$ cat src/rtl/ram_frame_loader_pkg.sv
// Shared definitions for the RAM frame loader: FSM encoding and counter widths.
package ram_frame_loader_pkg;

  localparam int FRAME_CNT_W = 16;

  localparam logic ST_FILL_ENC = 1'b0;
  localparam logic ST_LOAD_ENC = 1'b1;

  typedef enum logic {
    ST_FILL = ST_FILL_ENC,
    ST_LOAD = ST_LOAD_ENC
  } state_t;

endpackage

$ cat src/rtl/ram_frame_loader_word_counter.sv
// Mod-WIDTH up counter tracking the next free slot of the frame buffer.
module word_counter #(
  parameter int WIDTH = 8,
  parameter int CW    = $clog2(WIDTH)
) (
  input  logic          clk,
  input  logic          rst,
  input  logic          clr,
  input  logic          inc,
  output logic [CW-1:0] count,
  output logic          tc
);

  assign tc = (count == CW'(WIDTH - 1));

  always_ff @(posedge clk or negedge rst) begin
    if (!rst) begin
      count <= '0;
    end else if (clr) begin
      count <= '0;
    end else if (inc) begin
      count <= tc ? '0 : count + 1'b1;
    end
  end

endmodule

$ cat src/rtl/ram_frame_loader.sv
// Collects SIZE-bit words into a WIDTH-slot frame and strobes ld for one cycle
// when the frame is full or a flush pads a partial frame.
//
// state   | meaning
// --------+--------------------------------------------------------------
// ST_FILL | accepting words (in_ready=1), frame buffer filling
// ST_LOAD | frame complete, ld=1 for exactly one cycle, par_out stable
module ram_frame_loader
  import ram_frame_loader_pkg::*;
#(
  parameter  int SIZE  = 16,
  parameter  int WIDTH = 8,
  localparam int CW    = $clog2(WIDTH)
) (
  input  logic                   clk,
  input  logic                   rst,
  input  logic                   clr,
  input  logic                   in_valid,
  input  logic [SIZE-1:0]        in_data,
  output logic                   in_ready,
  input  logic                   flush,
  output logic                   ld,
  output logic [WIDTH*SIZE-1:0]  par_out,
  output logic [CW-1:0]          count,
  output logic [FRAME_CNT_W-1:0] frame_cnt
);

  state_t state, state_d;

  logic [WIDTH-1:0][SIZE-1:0] buf_q, buf_d;
  logic xfer;
  logic tc;
  logic flush_go;
  logic cnt_clr;

  // in_ready is gated by rst so the source sees no ready while held in reset
  assign in_ready = rst && (state == ST_FILL);
  assign ld       = (state == ST_LOAD);
  assign xfer     = in_valid && in_ready;
  assign par_out  = buf_q;

  // a flush only acts when the frame will hold at least one word
  assign flush_go = flush && (state == ST_FILL) && ((count != '0) || xfer);
  assign cnt_clr  = clr || flush_go;

  word_counter #(
    .WIDTH (WIDTH),
    .CW    (CW)
  ) u_word_counter (
    .clk   (clk),
    .rst   (rst),
    .clr   (cnt_clr),
    .inc   (xfer),
    .count (count),
    .tc    (tc)
  );

  always_comb begin
    int zstart;
    buf_d  = buf_q;
    zstart = int'(count) + (xfer ? 1 : 0);
    if (clr) begin
      buf_d = '0;
    end else begin
      if (xfer) begin
        buf_d[count] = in_data;
      end
      if (flush_go) begin
        for (int i = 0; i < WIDTH; i++) begin
          if (i >= zstart) begin
            buf_d[i] = '0;
          end
        end
      end
    end
  end

  always_comb begin
    state_d = state;
    if (clr) begin
      state_d = ST_FILL;
    end else begin
      case (state)
        ST_FILL: if ((xfer && tc) || flush_go) state_d = ST_LOAD;
        ST_LOAD: state_d = ST_FILL;
        default: state_d = ST_FILL;
      endcase
    end
  end

  always_ff @(posedge clk or negedge rst) begin
    if (!rst) begin
      state     <= ST_FILL;
      buf_q     <= '0;
      frame_cnt <= '0;
    end else begin
      state <= state_d;
      buf_q <= buf_d;
      // counted at the close of the strobe, even if clr arrives in that cycle
      if (state == ST_LOAD) begin
        frame_cnt <= frame_cnt + 1'b1;
      end
    end
  end

endmodule

$ cat config.mk
export PLATFORM = sky130hd
export DESIGN_NAME = ram_frame_loader
export DESIGN_NICKNAME = d
export VERILOG_FILES = /design/src/rtl/ram_frame_loader_pkg.sv /design/src/rtl/ram_frame_loader_word_counter.sv /design/src/rtl/ram_frame_loader.sv
export SDC_FILE = /design/constraint.sdc
export NUM_CORES = 1
export LEC_CHECK = 0
export BUFFER_PORTS_ARGS = -buffer_cell sky130_fd_sc_hd__buf_4
export CORE_MARGIN = 3
export CORE_UTILIZATION = 45
export CTS_CLUSTER_DIAMETER = 120
export DETAILED_ROUTE_END_ITERATION = 7
export PLACE_DENSITY = 0.7
export SLEW_MARGIN = 20
export SYNTH_ARGS = -nofsm -noshare
export SYNTH_HDL_FRONTEND = slang
export SYNTH_SLANG_ARGS = --single-unit
$ cat constraint.sdc
create_clock -name clk -period 2.9 [get_ports clk]
set_input_delay 0.725 -clock clk [delete_from_list [all_inputs] [get_ports clk]]
set_output_delay 0.725 -clock clk [all_outputs]
set_load 0.005 [all_outputs]
==> summary.md, run 1 <==
| Metric | Value |
|---|---|
| Final core utilization | between 60% and 70% |
| Crit-path cells | inv_1, ha_1, a311oi_4, a21o_1, a21oi_1 |
| Core area | ~0.014 sq mm |
| Data required, critical path | 3.17 ns |
| First-pass GRT wire length | between 20000 and 30000 um |
| Skew-Pair Late Insertion Delay | just over 0.4 ns |
| CP Class | reg2reg |
| # nets final | 860 |
| Clock slew at reported path FFs | around 0.060 ns |
| Mean area per synthesized cell | slightly above 9 sq um |
| YS warnings | 0 |
| Worst Setup End Kind | register |
| Wire length on met2 | approximately 8700 um |
| Buffers and inverters on the worst path | 1 |
| Die width | 125 um |
| CP startpoint kind | register |
| R2R depth | 5 |
| PostCTS Resize Cnt | 0 |
| Worst Setup SP | u_word_counter.count[0]$_DFFE_PN0P_ |
| Met3 routed WL | between 1500 and 2000 um |
| Max rail drop VDD | 390 uV |
| Worst Clk Skew | 0.0120 ns |
| Sequential area share after synthesis | between 50 and 60% |
| Routed Wire Length | roughly 18000 um |
| Levels on crit path | 5 |
| Fill cells | between 1k and 1.5k |
| Final slew viol count | 0 |
| Largest net degree at the start of global routing | 145 |
| Unrepaired setup endpoints after global routing | no |
| Final Hold Fails | 0 |
| Final Cell Area | between 0.008 and 0.009 sq mm |
| Via-to-Cell Ratio | ~5.3 |
| Syn Nets | about 720 |
| Main synth FF type | dfrtp_1 |
| Pre-CTS WS | between 0.3 and 0.4 ns |
| Antenna-violating nets left | 0 |
| Share of the synthesized area in the top cell type | about three fifths |
| Leakage | a little under 4 nW |
| ANT cells | 0 |
| Vias in the first global route | between 5k and 6k |
| Slowest stage cell, crit path | dfrtp_1 |
| Post-CTS Setup Inserts | 0 |
| Critical Path AT | roughly 2.7 ns |
| Top sig layer | met4 |
| CTS Buf Count | 17 |
| CTS sink count | between 100 and 150 |
| Crit-path max FO | 16 |
| Root Driver | clkbuf_16 |
| Grt ovf | 0 |
| Max Root-Sink Buffers | 2 |
| CTS H-tree lvls | 4 |
| Top cell type by total area after synthesis | dfrtp_1 |
| Port-buffer cells | 169 |
| Max-cap violations | 0 |
| Post-Route Setup TNS | 0 ns |
| Hold crit path type | in2async |
| # IOs | 170 |
| P per Cell Area | 596 mW/mm^2 |
| Rel. slew slack | between 40 and 50% |
| Synth cell types | 34 |
| Period utilization | between 80% and 90% |
| Cell family with most CP delay | compound AO/OA/AOI/OAI gates |
| Final worst path period need | between 2 and 2.5 ns |
| Run status | completed |
| Post-synth ARST share | 100% |
| Total GRT Usage | about a quarter |
| Wire per inst | around 18 um |
| Initial antenna violation count | 0 |
| Multi-input combinational cell area | approximately 0.0023 sq mm |
| Via count | 5393 |
| Crit path largest cell delay | 0.65 ns |
| Gpl congestion | between 0.7 and 0.8 |
| Rows | 42 |
| Mapped Area | 0.00634 sq mm |
| Area growth, synth to finish | 30.1% |
| Placed inst area | about 0.0076 sq mm |
| Layout cell share with drive strength beyond 1 | about a quarter |
| Initial Util | a little under half |
| Hold-fix buffers, CTS | 0 |
| F_max | roughly 410 MHz |
| CTS tree | yes |
| Area contributors post-synth | dfrtp_1 58%, nand2_1 16%, a21oi_1 10% |
| Starting DRC count in detailed routing | a little over 600 |
| Pre-antenna DRT Iters | 5 |
| FF+latch area | roughly 0.0037 sq mm |
| DP Wirelength | 12300 um |
| EDFF count, synth | 0 |
| Residual DRC count | 0 |
| Setup Viol. Count Final | 0 |
| FF+latch count, synth | 148 |
| Die Area | roughly 0.016 sq mm |
| Final hold slack | between 0.1 and 0.15 ns |
| Reg-to-Reg Start | u_word_counter.count[0]$_DFFE_PN0P_ |
| Final WS setup | approximately 0.48 ns |
| Chip height | around 120 um |
| Slew @ Worst Pin | between 0.7 and 0.8 ns |
| Met1 Routed Length | 7470 um |
| Cells after synthesis | between 600 and 700 |
## flip-flops by register name (all words and copies together) (netlist names)
register,flops
ld,1
par_out,128
frame_cnt,16
u_word_counter.count,3
## cells by family after synthesis
group | Yosys count | synth area share [%]
compound gates | 143 | 12.1
flops | 148 | 58.4
fa+ha+maj | 6 | 1.18
xor+xnor | 16 | 2.21
mux | 1 | 0.178
buf+inv | 56 | 5.17
simple gates | 318 | 20.8
## report_power, final
part	leakage (nW)	internal (mW)	switching, mW
Combinational	1.50	0.124	0.212
Clock	0.319	1.61	0.813
Sequential	2.06	2.11	0.0471
## metrics by stage
step	instances	power [mW]
floorplan	688	2.35
CTS	1021	4.96
detailed placement	990	2.53
finish	1021	4.92
global route	1021	5.10
global placement	990	2.52
## cells in the final DEF, fill, tap and decap left out, types with 2 or more instances in the layout
| cell type | count |
|---|---|
| ha_1 | 6 |
| nand3_1 | 10 |
| dfrtp_1 | 148 |
| inv_1 | 6 |
| o21ai_0 | 2 |
| and2_1 | 2 |
| nor3_2 | 3 |
| nor2_1 | 9 |
| or3_1 | 2 |
| or2_2 | 3 |
| clkbuf_1 | 2 |
| nand4_1 | 2 |
| a21o_1 | 2 |
| xor2_1 | 8 |
| a21oi_1 | 132 |
| nor3_1 | 5 |
| and3_1 | 4 |
| xnor2_1 | 8 |
| buf_4 | 174 |
| a31o_2 | 6 |
| nor4_1 | 2 |
| nand2_1 | 270 |
| clkbuf_8 | 4 |
| bufinv_16 | 5 |
| clkbuf_16 | 17 |
## final cells by class
type,count,share of cell area [%]
Clock inverter,8,2.08
Clock buffer,23,5.91
Tap cell,176,2.67
Sequential cell,148,44.9
Multi-Input combinational cell,484,28.0
Timing Repair Buffer,176,16.2
Inverter,6,0.273
## path summary, 6_finish.rpt
path	end	slack [ns]
max in group asynchronous	par_out[51]$_DFF_PN0_	1.82
min in group clk	frame_cnt[15]$_DFFE_PN0P_	0.47
setup reg to reg	par_out[118]$_DFF_PN0_	0.48
hold reg to reg	frame_cnt[15]$_DFFE_PN0P_	0.47
setup / recovery	par_out[118]$_DFF_PN0_	0.48
hold / removal	u_word_counter.count[0]$_DFFE_PN0P_	0.10
## Yosys cell counts, types with 3 or more instances
library cell,number
a21oi_1,132
a31o_2,6
and3_1,4
buf_2,16
buf_4,19
buf_6,3
clkbuf_1,8
clkbuf_2,3
dfrtp_1,148
ha_1,6
inv_1,6
nand2_1,270
nand3_1,10
nor2_1,9
nor3_1,5
nor3_2,3
or2_2,3
xnor2_1,8
xor2_1,8
## metal layers
layer  up-vias  GRT usage [%]
li1       2532              -
met1      2616           29.8
met2       223           37.6
met3        22           7.46
met4         0           8.32
met5         -              0
(Power assumes the default switching activity.)
==> run 2, diff against run 1 <==
--- a/config.mk
+++ b/config.mk
@@ -10,7 +10,7 @@
 export CORE_UTILIZATION = 45
 export CTS_CLUSTER_DIAMETER = 120
 export DETAILED_ROUTE_END_ITERATION = 7
-export PLACE_DENSITY = 0.7
+export PLACE_DENSITY = 0.73
 export SLEW_MARGIN = 20
 export SYNTH_ARGS = -nofsm -noshare
 export SYNTH_HDL_FRONTEND = slang
==> constraint.sdc (replaced) <==
create_clock -name clk -period 2.15 [get_ports clk]
set_input_delay 0.5375 -clock clk [delete_from_list [all_inputs] [get_ports clk]]
set_output_delay 0.5375 -clock clk [all_outputs]
set_load 0.005 [all_outputs]
==> run 2 against run 1 <==
Against the previous run:
- wire length rose by 2.2%
- design area rose by 1.3%
- first-iteration DRC count fell by 25%
- non-clock buffer count rose by 17
- largest cell class unchanged
- count of clock-buffer cells in the layout fell by 2
- core utilization rose by 0.82 points
- hold slack improved by 0.12 ns
- sequential share of layout area fell by 0.59 points
==> summary.md, run 2 (synthesis results as in run 1) <==
| Metric | Value |
|---|---|
| Final core utilization | 61.9% (+0.82 points) |
| Port-buffer cells | 169 (unchanged) |
| Grt ovf | 0 (unchanged) |
| Wire per inst | 17.6 um (+0.38%) |
| CTS H-tree lvls | 4 (unchanged) |
| Commonest non-fill, non-tap cell in the layout | nand2_1 |
| Setup Viol. Count Final | 0 (unchanged) |
| Max rail drop VDD | 512 uV (+31%) |
| Crit-path cells | inv_1, ha_1, a311oi_4, a31o_2, a21oi_1 |
| Hold crit path type | in2async |
| PostCTS Resize Cnt | 0 (unchanged) |
| Cell family with most CP delay | compound AO/OA/AOI/OAI gates |
| CTS sink count | 148 (unchanged) |
| # IOs | 170 (unchanged) |
| CP Class | reg2reg |
| Slew @ Worst Pin | 0.649 ns (-0.139 ns) |
| Largest net degree at the start of global routing | 79 (-46%) |
| CTS tree | yes |
| Crit-path max FO | 16 (unchanged) |
| Area growth, synth to finish | 31.9% |
| Max Root-Sink Buffers | 2 (unchanged) |
| CP startpoint kind | register |
| Worst Setup End Kind | register |
| Post-CTS Setup Inserts | 0 (unchanged) |
| CTS Buf Count | 17 (unchanged) |
| ANT cells | 0 (unchanged) |
| Most frequent cells in the layout | 270 x nand2_1, 189 x buf_4, 148 x dfrtp_1, 132 x a21oi_1, 17 x clkbuf_16 |
| Antenna-violating nets left | 0 (unchanged) |
| Slowest stage cell, crit path | a311oi_4 |
| Clock slew at reported path FFs | 0.06 ns (about the same) |
| Data required, critical path | 2.43 ns (-0.74 ns) |
| Via-to-Cell Ratio | 5.42 (+2.5%) |
| Worst Clk Skew | 0.00722 ns (-0.00479 ns) |
| Via count | 5627 (+4.3%) |
| Max-cap violations | 0 (unchanged) |
| Crit path largest cell delay | 0.52 ns (-0.13 ns) |
| Total chip power | 6.30 mW (+28%) |
| First-pass GRT wire length | 29400 um (+2.2%) |
| Skew-Pair Late Insertion Delay | 0.42 ns (about the same) |
| Routed Wire Length | 18300 um (+2.2%) |
| DP Wirelength | 13000 um (+5.6%) |
| Pre-antenna DRT Iters | 5 (unchanged) |
| Hold-fix buffers, CTS | 0 (unchanged) |
| Rel. slew slack | 56.6% (+9.2 points) |
| Die width | 125 um (unchanged) |
| Chip height | 125 um (unchanged) |
| Die Area | 0.0156 sq mm (unchanged) |
| Buffers and inverters on the worst path | 1 (unchanged) |
| Critical Path AT | 2.26 ns (-0.43 ns) |
| Leakage | 3.93 nW (+1.2%) |
| Largest register FFs | 128 (unchanged) |
| # nets final | 877 (+2.0%) |
| Starting DRC count in detailed routing | 456 (-25%) |
| Total GRT Usage | 23.8% (+0.47 points) |
| Layout cell share with drive strength beyond 1 | 28.2% (+1.9 points) |
| Final Hold Fails | 0 (unchanged) |
| Unrepaired setup endpoints after global routing | no |
| Initial Util | 47.0% (unchanged) |
| Gpl congestion | 0.843 (+5.7%) |
| Period utilization | 91.9% (+8.4 points) |
| Root Driver | clkbuf_16 |
| Vias in the first global route | 5662 (+5.3%) |
| F_max | 506 MHz (+23%) |
| P per Cell Area | 753 mW/mm^2 (+26%) |
| Run status | completed |
| Residual DRC count | 0 (unchanged) |
| Core area | 0.0135 sq mm (unchanged) |
| Initial antenna violation count | 0 (unchanged) |
| Final slew viol count | 0 (unchanged) |
| Rows | 42 (unchanged) |
| Final worst path period need | 1.98 ns (-0.446 ns) |
[run 2: cell types whose count changed in the layout (fill, tap and decap cells not counted), moves of 2 or more]
cell | before | now
buf_4 | 174 | 189
bufinv_16 | 5 | 2
clkbuf_8 | 4 | 1
clkinv_2 | 1 | 3
clkinvlp_4 | 1 | 3
ha_1 | 6 | 4
ha_4 | 0 | 2
inv_6 | 0 | 2
[run 2: report_power, final]
| group | internal (mW) | total [mW] | leakage, nW | switching (mW) |
|---|---|---|---|---|
| combinational | 0.198 | 0.500 | 1.59 | 0.302 |
| clock | 1.75 | 2.90 | 0.276 | 1.16 |
| sequential | 2.84 | 2.90 | 2.06 | 0.0570 |
[run 2: final timing paths]
check,from,endpoint,slack (ns),cells after the start
worst max register to register,u_word_counter.count[0]$_DFFE_PN0P_,par_out[14]$_DFF_PN0_,0.17,5
min in group clk,clr,ld$_DFF_PN0_,0.39,2
max in group asynchronous,rst,par_out[9]$_DFF_PN0_,1.35,4
worst min-delay path,rst,par_out[67]$_DFF_PN0_,0.23,3
worst min register to register,frame_cnt[15]$_DFFE_PN0P_,frame_cnt[15]$_DFFE_PN0P_,0.48,1
worst max-delay path,u_word_counter.count[0]$_DFFE_PN0P_,par_out[14]$_DFF_PN0_,0.17,5
[run 2: area by class of cell]
type	instances	area (sq um)
inverters	6	22.5
clock inverters	11	126
well taps	176	220
repair buffers	193	1500
multi-input cells	484	2340
fillers	1135	5140
flip-flops and latches	148	3700
clock buffers	21	450
[run 2: worst min-delay path: cells and delay by family]
family   cells  cell delay [ns]
buf+inv      3             0.49
[run 2: through the flow]
step           setup TNS [ns]  instances  cell area (sq um)  setup WS [ns]  hold WS [ns]
3_5_place_dp            -1.01       1006               7760        -0.0596         0.477
5_1_grt                     0       1039               8360         0.0482         0.246
6_report                    0       1039               8360          0.174         0.228
2_1_floorplan               0        688               6380        0.00699         0.242
4_1_cts                     0       1038               8340          0.193         0.267
3_3_place_gp           -0.181       1006               7760        -0.0142         0.462
[run 2: metal layers]
metal	track usage, %	wire, um	vias to the layer above
li1	-	-	2560
met1	29.5	7230	2764
met2	38.6	8880	254
met3	6.73	1570	49
met4	11.3	652	0
met5	0	0	-
==> run 3, diff against run 2 <==
--- a/config.mk
+++ b/config.mk
@@ -6,12 +6,15 @@
 export NUM_CORES = 1
 export LEC_CHECK = 0
 export BUFFER_PORTS_ARGS = -buffer_cell sky130_fd_sc_hd__buf_4
+export CAP_MARGIN = 25
 export CORE_MARGIN = 3
 export CORE_UTILIZATION = 45
 export CTS_CLUSTER_DIAMETER = 120
 export DETAILED_ROUTE_END_ITERATION = 7
 export PLACE_DENSITY = 0.73
+export SKIP_CTS_REPAIR_TIMING = 1
 export SLEW_MARGIN = 20
 export SYNTH_ARGS = -nofsm -noshare
 export SYNTH_HDL_FRONTEND = slang
+export SYNTH_HIERARCHICAL = 1
 export SYNTH_SLANG_ARGS = --single-unit
==> run 3 against run 2 <==
Against the previous run:
- die area is 0.47% higher
- core utilization rose by 1.4 points
- global-route usage is 0.84 points lower
- hold slack better by 0.062 ns
- largest cell class unchanged
==> summary.md, run 3 <==
| Metric | Value |
|---|---|
| Skew-Pair Late Insertion Delay | 0.42 ns (about the same) |
| Core area | 0.0136 sq mm (+0.39%) |
| Sw Ratio | 24.0% (-0.042 points) |
| Grt ovf | 0 (unchanged) |
| Max rail drop VDD | 500 uV (-2.5%) |
| Most common cell in the netlist | nand2_1 |
| YS warnings | 6 (+6) |
| Worst Setup SP | ld$_DFF_PN0_ |
| Final Hold Fails | 0 (unchanged) |
| Top cell type by total area after synthesis | dfrtp_1 |
| Clock slew at reported path FFs | 0.06 ns (about the same) |
| Most frequent cells after synthesis | 204 x nand2_1, 148 x dfrtp_1, 96 x a21oi_1 |
| Vias in the first global route | 5284 (-6.7%) |
| Rel. slew slack | 41.9% (-15 points) |
| Residual DRC count | 0 (unchanged) |
| Largest register FFs | 128 (unchanged) |
| CP startpoint kind | register |
| Largest net degree at the start of global routing | 69 (-13%) |
| Placed cells | 978 (-2.8%) |
| Data required, critical path | 2.42 ns (about the same) |
| Max-cap violations | 0 (unchanged) |
| Die Area | 0.0156 sq mm (+0.47%) |
| # IOs | 170 (unchanged) |
| Unrepaired setup endpoints after global routing | no |
| Area contributors post-synth | dfrtp_1 58%, nand2_1 12%, a21oi_1 7.5% |
| Mapped Area | 0.00637 sq mm (+0.49%) |
| Port-buffer cells | 169 (unchanged) |
| Syn Nets | 677 (-5.3%) |
| Chip height | 125 um (+0.23%) |
| Rows | 42 (unchanged) |
| Multi-input combinational cell area | 0.00245 sq mm (+4.8%) |
| CTS Buf Count | 17 (unchanged) |
| Worst Setup End Kind | register |
| Critical Path Sink | par_out[100]$_DFF_PN0_ |
| Share of the synthesized area in the top cell type | 58.1% (-0.29 points) |
| Post-synth ARST share | 100% (unchanged) |
| Via count | 5361 (-4.7%) |
| Internal power | 4.84 mW (+1.3%) |
| Max Root-Sink Buffers | 2 (unchanged) |
| Pre-antenna DRT Iters | 5 (unchanged) |
| Via-to-Cell Ratio | 5.29 (-2.3%) |
| EDFF count, synth | 0 (unchanged) |
| R2R setup slack | 0.20 ns (+0.03 ns) |
| Routed Wire Length | 18200 um (-0.55%) |
| Crit-path max FO | 16 (unchanged) |
| Period utilization | 90.7% (-1.2 points) |
| Most frequent cells in the layout | 204 x nand2_1, 196 x buf_4, 148 x dfrtp_1, 96 x a21oi_1, 42 x nor2_1 |
| Leakage | 4.02 nW (+2.3%) |
| Main synth FF type | dfrtp_1 |
| Pre-CTS WS | -0.169 ns (-0.109 ns) |
| CTS tree | yes |
| Hold crit path type | in2async |
| Starting DRC count in detailed routing | 549 (+20%) |
| Worst Clk Skew | 0.00624 ns (-0.000977 ns) |
| CTS H-tree lvls | 4 (unchanged) |
| Cells after synthesis | 651 (-5.4%) |
| # nets final | 850 (-3.1%) |
| R2R Path End | par_out[100]$_DFF_PN0_ |
| ANT cells | 0 (unchanged) |
| Post-Layout Cell Count | 1013 (-2.5%) |
| Reg-to-Reg Start | ld$_DFF_PN0_ |
| Wire per inst | 18.0 um (+2.0%) |
| CTS sink count | 148 (unchanged) |
| Commonest non-fill, non-tap cell in the layout | nand2_1 |
| Fill cells | 1119 (-1.4%) |
| Mean area per synthesized cell | 9.79 sq um (+6.2%) |
| Total GRT Usage | 23.0% (-0.84 points) |
| Initial antenna violation count | 0 (unchanged) |
| Flop pwr share | 45.7% (-0.3 points) |
| Antenna-violating nets left | 0 (unchanged) |
| Final slew viol count | 0 (unchanged) |
| P_sw | 1.53 mW (+1.0%) |
| Root Driver | clkbuf_16 |
| F_max | 513 MHz (+1.4%) |
| Initial Util | 47.0% (+0.049 points) |
| Comb pwr share | 8.5% (+0.6 points) |
| Setup Viol. Count Final | 0 (unchanged) |
| R2R depth | 8 (+3) |
| Final worst path period need | 1.95 ns (-0.0266 ns) |
| Critical Path AT | 2.22 ns (-0.04 ns) |
| Post-Route Setup TNS | 0 ns (unchanged) |
| DP Wirelength | 12800 um (-2.0%) |
| Clk network pwr share | 45.7% (-0.4 points) |
| Slew @ Worst Pin | 0.872 ns (+0.222 ns) |
| P per Cell Area | 743 mW/mm^2 (-1.3%) |
| Layout cell share with drive strength beyond 1 | 30.1% (+1.9 points) |
| Area growth, synth to finish | 34.6% |
| Gpl congestion | 0.811 (-3.8%) |
| Run status | completed |
| First-pass GRT wire length | 28300 um (-3.8%) |
| FF+latch area | 0.00370 sq mm (unchanged) |
| FF+latch count, synth | 148 (unchanged) |
| CP Class | reg2reg |
| Die width | 125 um (+0.23%) |
| Synth cell types | 40 (+18%) |
| Final WS setup | 0.200 ns (+0.0266 ns) |
| Sequential area share after synthesis | 58.1% (-0.29 points) |
-- run 3: critical path, stage by stage (launching register included) --
cell and delay [ns]:
dfrtp_1 0.38, nand3b_4 0.18, inv_4 0.07, ha_4 0.14
ha_4 0.20, and2_1 0.19, nand2_1 0.08, a21o_1 0.47
a21oi_1 0.10
-- run 3: power groups by stage --
stage	combinational (mW)	sequential [mW]	clock [mW]
floorplan	0.235	2.96	0
global placement	0.522	2.96	0
detailed placement	0.535	2.96	0
CTS	0.538	2.91	2.95
global route	0.587	2.92	3.09
finish	0.543	2.92	2.92
-- run 3: cell type report --
class / count / area share (%)
flip-flops and latches: 148 / 43.2
multi-input cells: 451 / 28.6
repair buffers: 203 / 18.7
clock buffers: 21 / 5.37
well taps: 176 / 2.57
clock inverters: 11 / 1.46
inverters: 3 / 0.160
-- run 3: logic make-up (layout without fill, tap and decap cells) --
| group | count (synthesis) | in the layout | synth area share [%] |
|---|---|---|---|
| xor gates and xnor gates | 16 | 16 | 2.20 |
| AOI/OAI and AO/OA | 108 | 108 | 10.2 |
| adders and majority gates | 5 | 5 | 0.982 |
| buffers and inverters | 52 | 238 | 4.04 |
| DFF | 148 | 148 | 58.1 |
| muxes | 35 | 35 | 5.52 |
| and+or+nand+nor | 287 | 287 | 18.9 |
-- run 3: stage by stage --
step	area, sq um	hold WS (ns)	power [mW]	util, %
final	8580	0.290	6.37	63.3
after floorplan	6400	0.242	3.19	-
after global placement	7960	0.466	3.48	58.7
after CTS	8550	0.282	6.40	63.0
after global routing	8580	0.302	6.60	63.3
after detailed placement	7960	0.472	3.50	58.7
-- run 3: how the worst min path moves through the flow --
stage,endpoint,start,cells after the start,slack (ns)
global placement,frame_cnt[15]$_DFFE_PN0P_,frame_cnt[15]$_DFFE_PN0P_,1,0.47
finish,par_out[99]$_DFF_PN0_,rst,3,0.29
global route,ld$_DFF_PN0_,clr,2,0.30
CTS,par_out[99]$_DFF_PN0_,rst,3,0.28
floorplan,frame_cnt[0]$_DFFE_PN0P_,rst,0,0.24
detailed placement,frame_cnt[15]$_DFFE_PN0P_,frame_cnt[15]$_DFFE_PN0P_,1,0.47
-- run 3: per-layer routing --
layer  vias up  track usage, %  wire, um
met5         -               0         0
met4         0            9.76       485
met3        35            5.93      1230
met2       205            38.3      9110
met1      2638            28.6      7400
li1       2483               -         -
